[config.mk]
export PLATFORM = sky130hd
export DESIGN_NAME = instr_fetch_unit_flat
export DESIGN_NICKNAME = d
export VERILOG_FILES = /design/src/rtl/instr_fetch_unit_if.sv /design/src/rtl/instr_fetch_unit.sv /design/src/flat_wrapper.sv
export SDC_FILE = /design/constraint.sdc
export NUM_CORES = 1
export LEC_CHECK = 0
export BUFFER_PORTS_ARGS = -buffer_cell sky130_fd_sc_hd__buf_2
export CAP_MARGIN = 20
export CELL_PAD_IN_SITES_DETAIL_PLACEMENT = 1
export CELL_PAD_IN_SITES_GLOBAL_PLACEMENT = 1
export CORE_MARGIN = 5
export CORE_UTILIZATION = 36
export DETAILED_ROUTE_END_ITERATION = 16
export PLACE_DENSITY_LB_ADDON = 0.1
export SYNTH_ARGS = -nofsm -noshare
export SYNTH_HDL_FRONTEND = slang
export SYNTH_SLANG_ARGS = --single-unit
[constraint.sdc]
create_clock -name clk -period 2.46 [get_ports clk]
set_input_delay 0.369 -clock clk [delete_from_list [all_inputs] [get_ports clk]]
set_output_delay 0.369 -clock clk [all_outputs]
set_load 0.02 [all_outputs]
[src/rtl/instr_fetch_unit_if.sv]
// Fetch-side bus bundle: ROM address/data, redirect request and the
// valid/ready instruction stream towards decode.
interface instr_fetch_unit_if #(
    parameter int DATA_WIDTH = 32,
    parameter int ADDR_WIDTH = 8
);

    logic [ADDR_WIDTH-1:0] imem_addr;
    logic [DATA_WIDTH-1:0] imem_data;
    logic                  redirect_valid;
    logic [31:0]           redirect_pc;
    logic                  out_valid;
    logic                  out_ready;
    logic [DATA_WIDTH-1:0] out_instr;
    logic [31:0]           out_pc;

    // The fetch unit itself: drives the ROM address and the decode stream.
    modport master (
        output imem_addr,
        input  imem_data,
        input  redirect_valid,
        input  redirect_pc,
        output out_valid,
        input  out_ready,
        output out_instr,
        output out_pc
    );

    // The surroundings: ROM, branch resolution and decode.
    modport slave (
        input  imem_addr,
        output imem_data,
        output redirect_valid,
        output redirect_pc,
        input  out_valid,
        output out_ready,
        input  out_instr,
        input  out_pc
    );

endinterface

[src/rtl/instr_fetch_unit.sv]
// Instruction fetch stage: owns the PC, addresses the combinational ROM and
// buffers one instruction (with its PC) towards decode. Handles redirects,
// back-pressure, end-of-program (all-zero word) and misaligned targets.
module instr_fetch_unit #(
    parameter int          DATA_WIDTH = 32,
    parameter int          ADDR_WIDTH = 8,
    parameter logic [31:0] RESET_PC   = 32'h0000_0000
) (
    input  logic                clk,
    input  logic                rst,
    instr_fetch_unit_if.master  bus,
    output logic                halted,
    output logic                fault
);

    typedef enum logic [1:0] {
        ST_FETCH = 2'd0,
        ST_HALT  = 2'd1,
        ST_FAULT = 2'd2
    } state_t;

    state_t                state;
    state_t                state_next;

    logic [31:0]           pc;
    logic [31:0]           pc_next;
    logic [31:0]           pc_plus_4;

    logic                  buf_valid;
    logic                  buf_valid_next;
    logic [DATA_WIDTH-1:0] buf_instr;
    logic [DATA_WIDTH-1:0] buf_instr_next;
    logic [31:0]           buf_pc;
    logic [31:0]           buf_pc_next;

    logic                  load_ok;
    logic                  redirect_misaligned;
    logic                  end_of_program;
    logic                  unused_pc_bits;

    // Only the word-address bits reach the ROM; the upper bits alias and the
    // two low bits are zero by construction (misaligned targets never load).
    assign bus.imem_addr = pc[ADDR_WIDTH+1:2];
    assign unused_pc_bits = ^pc;

    assign pc_plus_4           = pc + 32'd4;
    assign load_ok             = !buf_valid || bus.out_ready;
    assign redirect_misaligned = bus.redirect_pc[1:0] != 2'b00;
    assign end_of_program      = bus.imem_data == '0;

    assign bus.out_valid = buf_valid;
    assign bus.out_instr = buf_instr;
    assign bus.out_pc    = buf_pc;

    assign halted = state == ST_HALT;
    assign fault  = state == ST_FAULT;

    // Register update; reset empties the buffer and restarts fetching.
    always_ff @(posedge clk) begin
        if (rst) begin
            state     <= ST_FETCH;
            pc        <= RESET_PC;
            buf_valid <= 1'b0;
            buf_instr <= '0;
            buf_pc    <= '0;
        end else begin
            state     <= state_next;
            pc        <= pc_next;
            buf_valid <= buf_valid_next;
            buf_instr <= buf_instr_next;
            buf_pc    <= buf_pc_next;
        end
    end

    // Next-state, PC and buffer decisions in priority order: misaligned
    // redirect, aligned redirect (flushes the buffer), end of program, capture.
    always_comb begin
        state_next     = state;
        pc_next        = pc;
        buf_valid_next = buf_valid;
        buf_instr_next = buf_instr;
        buf_pc_next    = buf_pc;

        case (state)
            ST_FETCH: begin
                if (bus.redirect_valid && redirect_misaligned) begin
                    buf_valid_next = 1'b0;
                    state_next     = ST_FAULT;
                end else if (bus.redirect_valid) begin
                    pc_next        = bus.redirect_pc;
                    buf_valid_next = 1'b0;
                end else if (load_ok && end_of_program) begin
                    buf_valid_next = 1'b0;
                    state_next     = ST_HALT;
                end else if (load_ok) begin
                    buf_instr_next = bus.imem_data;
                    buf_pc_next    = pc;
                    buf_valid_next = 1'b1;
                    pc_next        = pc_plus_4;
                end
            end

            ST_HALT: begin
                buf_valid_next = 1'b0;
                if (bus.redirect_valid && redirect_misaligned) begin
                    state_next = ST_FAULT;
                end else if (bus.redirect_valid) begin
                    pc_next    = bus.redirect_pc;
                    state_next = ST_FETCH;
                end
            end

            ST_FAULT: begin
                buf_valid_next = 1'b0;
            end

            default: begin
                buf_valid_next = 1'b0;
                state_next     = ST_FAULT;
            end
        endcase
    end

endmodule

[src/flat_wrapper.sv]
// flat-port wrapper written by rule: the top's interface ports become plain ports
module instr_fetch_unit_flat 
#(
    parameter int          DATA_WIDTH = 32,
    parameter int          ADDR_WIDTH = 8,
    parameter logic [31:0] RESET_PC   = 32'h0000_0000
)
  (clk, rst, halted, fault, bus_imem_addr, bus_imem_data, bus_redirect_valid, bus_redirect_pc, bus_out_valid, bus_out_ready, bus_out_instr, bus_out_pc);
  instr_fetch_unit_if #(.DATA_WIDTH(DATA_WIDTH), .ADDR_WIDTH(ADDR_WIDTH)) bus_i ();
  input  logic clk;
  input  logic rst;
  output logic halted;
  output logic fault;
  output wire logic [$bits(bus_i.imem_addr)-1:0] bus_imem_addr;
  input wire logic [$bits(bus_i.imem_data)-1:0] bus_imem_data;
  input wire logic [$bits(bus_i.redirect_valid)-1:0] bus_redirect_valid;
  input wire logic [$bits(bus_i.redirect_pc)-1:0] bus_redirect_pc;
  output wire logic [$bits(bus_i.out_valid)-1:0] bus_out_valid;
  input wire logic [$bits(bus_i.out_ready)-1:0] bus_out_ready;
  output wire logic [$bits(bus_i.out_instr)-1:0] bus_out_instr;
  output wire logic [$bits(bus_i.out_pc)-1:0] bus_out_pc;
  assign bus_imem_addr = bus_i.imem_addr;
  assign bus_i.imem_data = bus_imem_data;
  assign bus_i.redirect_valid = bus_redirect_valid;
  assign bus_i.redirect_pc = bus_redirect_pc;
  assign bus_out_valid = bus_i.out_valid;
  assign bus_i.out_ready = bus_out_ready;
  assign bus_out_instr = bus_i.out_instr;
  assign bus_out_pc = bus_i.out_pc;
  instr_fetch_unit #(.DATA_WIDTH(DATA_WIDTH), .ADDR_WIDTH(ADDR_WIDTH), .RESET_PC(RESET_PC)) u_core (.clk(clk), .rst(rst), .bus(bus_i), .halted(halted), .fault(fault));
endmodule
# After elaboration in Yosys (flattened, before gate mapping)
# Index checks and enable logic that the tools add are counted.
[op_classes]
addsub = 1
eq_ne = 10
n_mux = 13
n_bitwise = 5
n_reduce_logical = 12
[ops]
columns = ["cell", "count"]
rows = [
  ["$mux 32", 6],
  ["$pmux 32 s2", 1],
  ["$add 32x3->32 const B", 1],
  ["$logic_not 32->1", 1],
  ["$mux 2", 5],
  ["$ne 3x1->1 const B", 2],
  ["$ne 3x2->1 const B", 2],
  ["$pmux 2 s3", 1],
  ["$reduce_and 6->1", 1],
  ["$not 1->1", 5],
  ["$reduce_and 5->1", 1],
  ["$reduce_or 5->1", 1],
  ["$ne 2x2->1 const B", 2],
  ["$reduce_and 4->1", 1],
  ["$reduce_bool 2->1", 2],
  ["$ne 3x3->1 const B", 1],
  ["$eq 2x1->1 const B", 1],
  ["$eq 2x2->1 const B", 1],
  ["$logic_and 1x1->1", 2],
  ["$logic_not 2->1", 1],
  ["$ne 2x1->1 const B", 1],
  ["$logic_not 1->1", 1],
  ["$logic_or 1x1->1", 1],
]
[totals]
reg_bits = 99
in_bits = 68
out_inout_bits = 75
elab_cells = 46

# Longest topological paths before layout
[depth]
depth_word = 7
depth_mapped = 8
mapped_depth_nobuf = 6

# Least setup slack after synthesis
# OpenSTA, ideal clock, no wires.
[synth_path]
path_type = "register -> register"
start = "reg u_core.pc[3]"
end = "reg u_core.pc[16]"
setup_ps = 59
t_arrival_ps = 1949
required_time_ps = 2401
path_slack_ps = 452
stages_incl_launch_ff = 7
path_buffers = 0
synth_period_minus_slack_ps = 2008
cell_sequence = "dfxtp_1 ha_1 nand3_2 or3_4 or4_4 a221oi_2 a31o_1"
[synth_via]
elab_chain_cells = 6
[synth_rtl]
columns = ["element", "line_no", "source"]
rows = [
  ["start: declaration", "instr_fetch_unit.sv:25", "logic [31:0] pc;"],
  ["start signal: assignment", "instr_fetch_unit.sv:68", "pc <= pc_next;"],
  ["$add 32x3->32", "instr_fetch_unit.sv:46", "assign pc_plus_4 = pc + 32'd4;"],
  ["$mux 32", "instr_fetch_unit.sv:95", "end else if (load_ok) begin"],
  ["$mux 32", "instr_fetch_unit.sv:92", "end else if (load_ok && end_of_program) begin"],
  ["$mux 32", "instr_fetch_unit.sv:89", "end else if (bus.redirect_valid) begin"],
  ["$mux 32", "instr_fetch_unit.sv:86", "if (bus.redirect_valid && redirect_misaligned) begin"],
  ["$pmux 32 s2", "instr_fetch_unit.sv:84", "case (state)"],
]
# No other way between the ends. The select of a mux whose other input is x is not followed.
# A chain may end at the register's enable or synchronous reset.

# Worst setup path after layout
[layout_path]
start = "reg u_core.pc[4]"
end = "reg u_core.pc[29]"
# The elaborated chain is that of the path after synthesis.

==> flow_summary.ini <==
[sta]
period_share = 0.8712
drv_slew = 0
fin_skew_ns = 0.005746
worst_slew_margin_rel = 0.4268
final_hold_viol_count = 0
timing.setup.tns_ns = 0
rsz0062_at_grt = no
fmax_ghz = 0.4666
fin_crit_ns = 2.143
worst_slew_pin_slew_ns = 0.8589
setup_violations = 0

[synth]
synth_compound_area_frac = 0.2380
synth.area.mux_share = 0
ys_warn_count = 0
synth_top_area_frac = 0.4313
synth_xor_xnor_area_share = 0.001906
synth_largest_area_cell = dfxtp_1
syn_area_per_cell_um2 = 7.685
syn_area_um2 = 4596
synth-simple-area-share = 0.2635
yosysUniqueCellTypes = 52
synth-seq-cells = 99
synth_top_family_by_area = simple AND/OR/NAND/NOR gates
syn-num-nets = 667
yosysSeqAreaShare = 0.4313
synthAdderAreaFrac = 0.002723
synthCells = 598
yosys-top-cells-area = dfxtp_1, nand2_1, a21oi_1

[floorplan]
die_w_um = 123.0
die_h_um = 123.0
die_area_um2 = 15130
rows = 41
core-area_um2 = 12570
start_util = 0.3657
io_pins = 143

[outcome]
status = finished, final reports clean

[clock_network]
cts_buffers = 9
cts.sinks = 99
cts_root_buf = clkbuf_16
clk_pin_slew_worst_paths_ns = 0.07
cts_resized = 0
postCtsSetupBuffers = 0
tritoncts = done
clockBufferDepth = 2
h-tree-depth = 3
clock_latency_ns = 0.35
postCtsHoldBufs = 0

[run]
cap_violations = 0

[worst_setup_path]
r2r_slack_ns = 0.32
cpMaxStageDelayCell = dfxtp_1
worstPathArrival_ns = 2.40
cp_top_family = simple AND/OR/NAND/NOR gates
r2r-end = u_core.pc[29]
endpoint_kind = flop
max_stage_delay_ns = 0.50
path_buf_inv = 0
crit_chain = and4_1 -> nand3_2 -> or3_1 -> o41a_1 -> o32ai_1
r2r-start = u_core.pc[4]
worstPathRequired_ns = 2.72
start_kind = flop
reg2regPathDepth = 5
crit_type = reg -> reg
cp_max_fo = 8

[global_route]
grt_pass1_wl_um = 25630
overflow = 0
grt_max_degree = 96
antenna_found_initial = 2
grt.total_usage = 0.2125
grt_pass1_vias = 4944

[power]
p_switching_w = 0.001045
switching_share = 0.2781
power.leakage_nw = 2.339
powerDensity_nw_per_um2 = 645.9
finalPower_w = 0.003758
power_frac_comb = 0.154
p_int_w = 0.002713
p_seq_frac = 0.469
ir_drop_v = 0.0003337
pwr-share-clk = 0.377

[min_path]
hold_depth = 3
hold_end = u_core.bus.out_instr[5]
hold_path_class = in -> reg
hp-start = bus_imem_data[5]

[cells_and_area]
multi_input_area_um2 = 2338
antenna_cells = 0
syn2layout_area_growth_pct = 26.60
register_area_um2 = 1982
final_layout_size_suffix_gt1_frac = 0.2659
nFillCells = 1590
final_nets = 787
final-instance-count-excl-fill = 894

[drt]
avgRoutedWirePerCell_um = 18.31
ant_nets = 0
drc = 0
dr_total_vias = 4933
firstDrtPassIters = 4
drt_wl_total_um = 16370
viasPerCell = 5.518
drtIter0Drc = 232

[placed_design]
io_buffers = 142
dp_cells = 879
hpwlAfterDp_um = 11440
place_congestion = 0.7974
## registers in the layout, summed over array words and instances (netlist names)
name and cells:
u_core.bus.out_valid 1, u_core.state 2, u_core.bus.out_instr 32, u_core.bus.out_pc 32
u_core.pc 32
## kinds of logic after synthesis
logic type	Yosys count
buffers and inverters	65
DFF	99
and+or+nand+nor	261
AOI/OAI and AO/OA	171
adders and majority gates	1
xor gates and xnor gates	1
## worst max-delay path by stage
stage,startpoint,end,cells past startpoint
after floorplan,u_core.pc[3],u_core.pc[16],6
after global placement,bus_imem_data[0],u_core.pc[2],6
after detailed placement,bus_imem_data[0],u_core.bus.out_pc[3],8
after CTS,u_core.pc[3],u_core.pc[16],6
after global routing,u_core.pc[4],u_core.pc[19],5
final,u_core.pc[4],u_core.pc[29],5
## through the flow
| stage | area (um^2) | worst slack, ns | util | hold slack [ns] |
|---|---|---|---|---|
| 4_1_cts | 5818 | 0.3280 | 0.4629 | 0.2588 |
| 3_5_place_dp | 5519 | 0.2570 | 0.4391 | 0.4465 |
| 6_report | 5818 | 0.3169 | 0.4629 | 0.2701 |
| 2_1_floorplan | 4596 | 0.4519 | - | 0.4274 |
| 3_3_place_gp | 5519 | 0.3062 | 0.4391 | 0.4399 |
| 5_1_grt | 5818 | 0.1943 | 0.4629 | 0.2661 |
## tightest hold or removal path, stage by stage
cell	delay (ns)
buf_2	0.10
nand2_1	0.05
a21oi_1	0.05
## per-layer routing
metal | vias to the layer above | track usage | share of wire
met3 | 15 | 0.04209 | 0.061
met2 | 132 | 0.3587 | 0.47
met4 | 4 | 0.06436 | 0.011
met5 | - | 0 | 0.0014
met1 | 2406 | 0.2748 | 0.46
li1 | 2376 | - | -
## final cells by class
type,count,share of cell area
Clock buffer,14,0.05054
Timing Repair Buffer,166,0.1639
Sequential cell,99,0.3406
Inverter,8,0.005161
Tap cell,172,0.03699
Multi-Input combinational cell,434,0.4019
Clock inverter,1,0.0008602
## power groups by stage
stage	combinational (W)	sequential, W	clock (W)
finish	0.000579	0.00176	0.00142
CTS	0.000585	0.00176	0.00146
detailed placement	0.000582	0.00180	0
floorplan	0.000295	0.00183	0
global placement	0.000566	0.00179	0
global route	0.000632	0.00177	0.00153
## cells in the final DEF (no fill, tap or decap), types with 2 or more instances in the layout
cell,netlist,layout
a2bb2oi_1,2,2
o31ai_1,6,6
a22o_1,2,2
a31oi_1,7,7
o21ai_0,18,18
a32oi_1,4,4
nor3b_1,2,2
clkbuf_8,0,5
nor3_1,7,7
nand4_1,10,10
inv_1,8,8
a311oi_1,3,3
and2_1,3,3
or4_1,2,2
and4_1,5,5
dfxtp_1,99,99
a221oi_1,3,3
nand3_2,3,3
nor4_1,16,16
nor2_1,11,11
and3_1,10,10
buf_12,0,5
buf_4,8,19
nand3_1,15,15
nand2_1,166,166
buf_2,9,142
or3_1,2,2
a22oi_1,10,10
o32ai_1,16,16
o31a_1,6,6
a221oi_2,2,2
a21oi_1,82,82
o41a_1,2,2
clkbuf_16,0,9
nor2b_1,2,2
## Yosys cell counts (all sizes together)
cell,instances
a21oi,82
a221oi,5
a22o,2
a22oi,10
a2bb2oi,2
a311oi,3
a31o,2
a31oi,7
a32oi,4
a41oi,1
and2,3
and3,10
and4,5
buf,19
clkbuf,38
dfxtp,99
ha,1
inv,8
nand2,166
nand2b,1
nand3,18
nand3b,1
nand4,10
nor2,11
nor2b,2
nor3,7
nor3b,2
nor4,17
nor4b,1
o211ai,1
o21a,1
o21ai,19
o22ai,1
o311ai,1
o31a,6
o31ai,6
o32ai,16
o41a,2
or2,1
or3,3
or4,3
xnor2,1
Power figures use the tool's default switching activity.
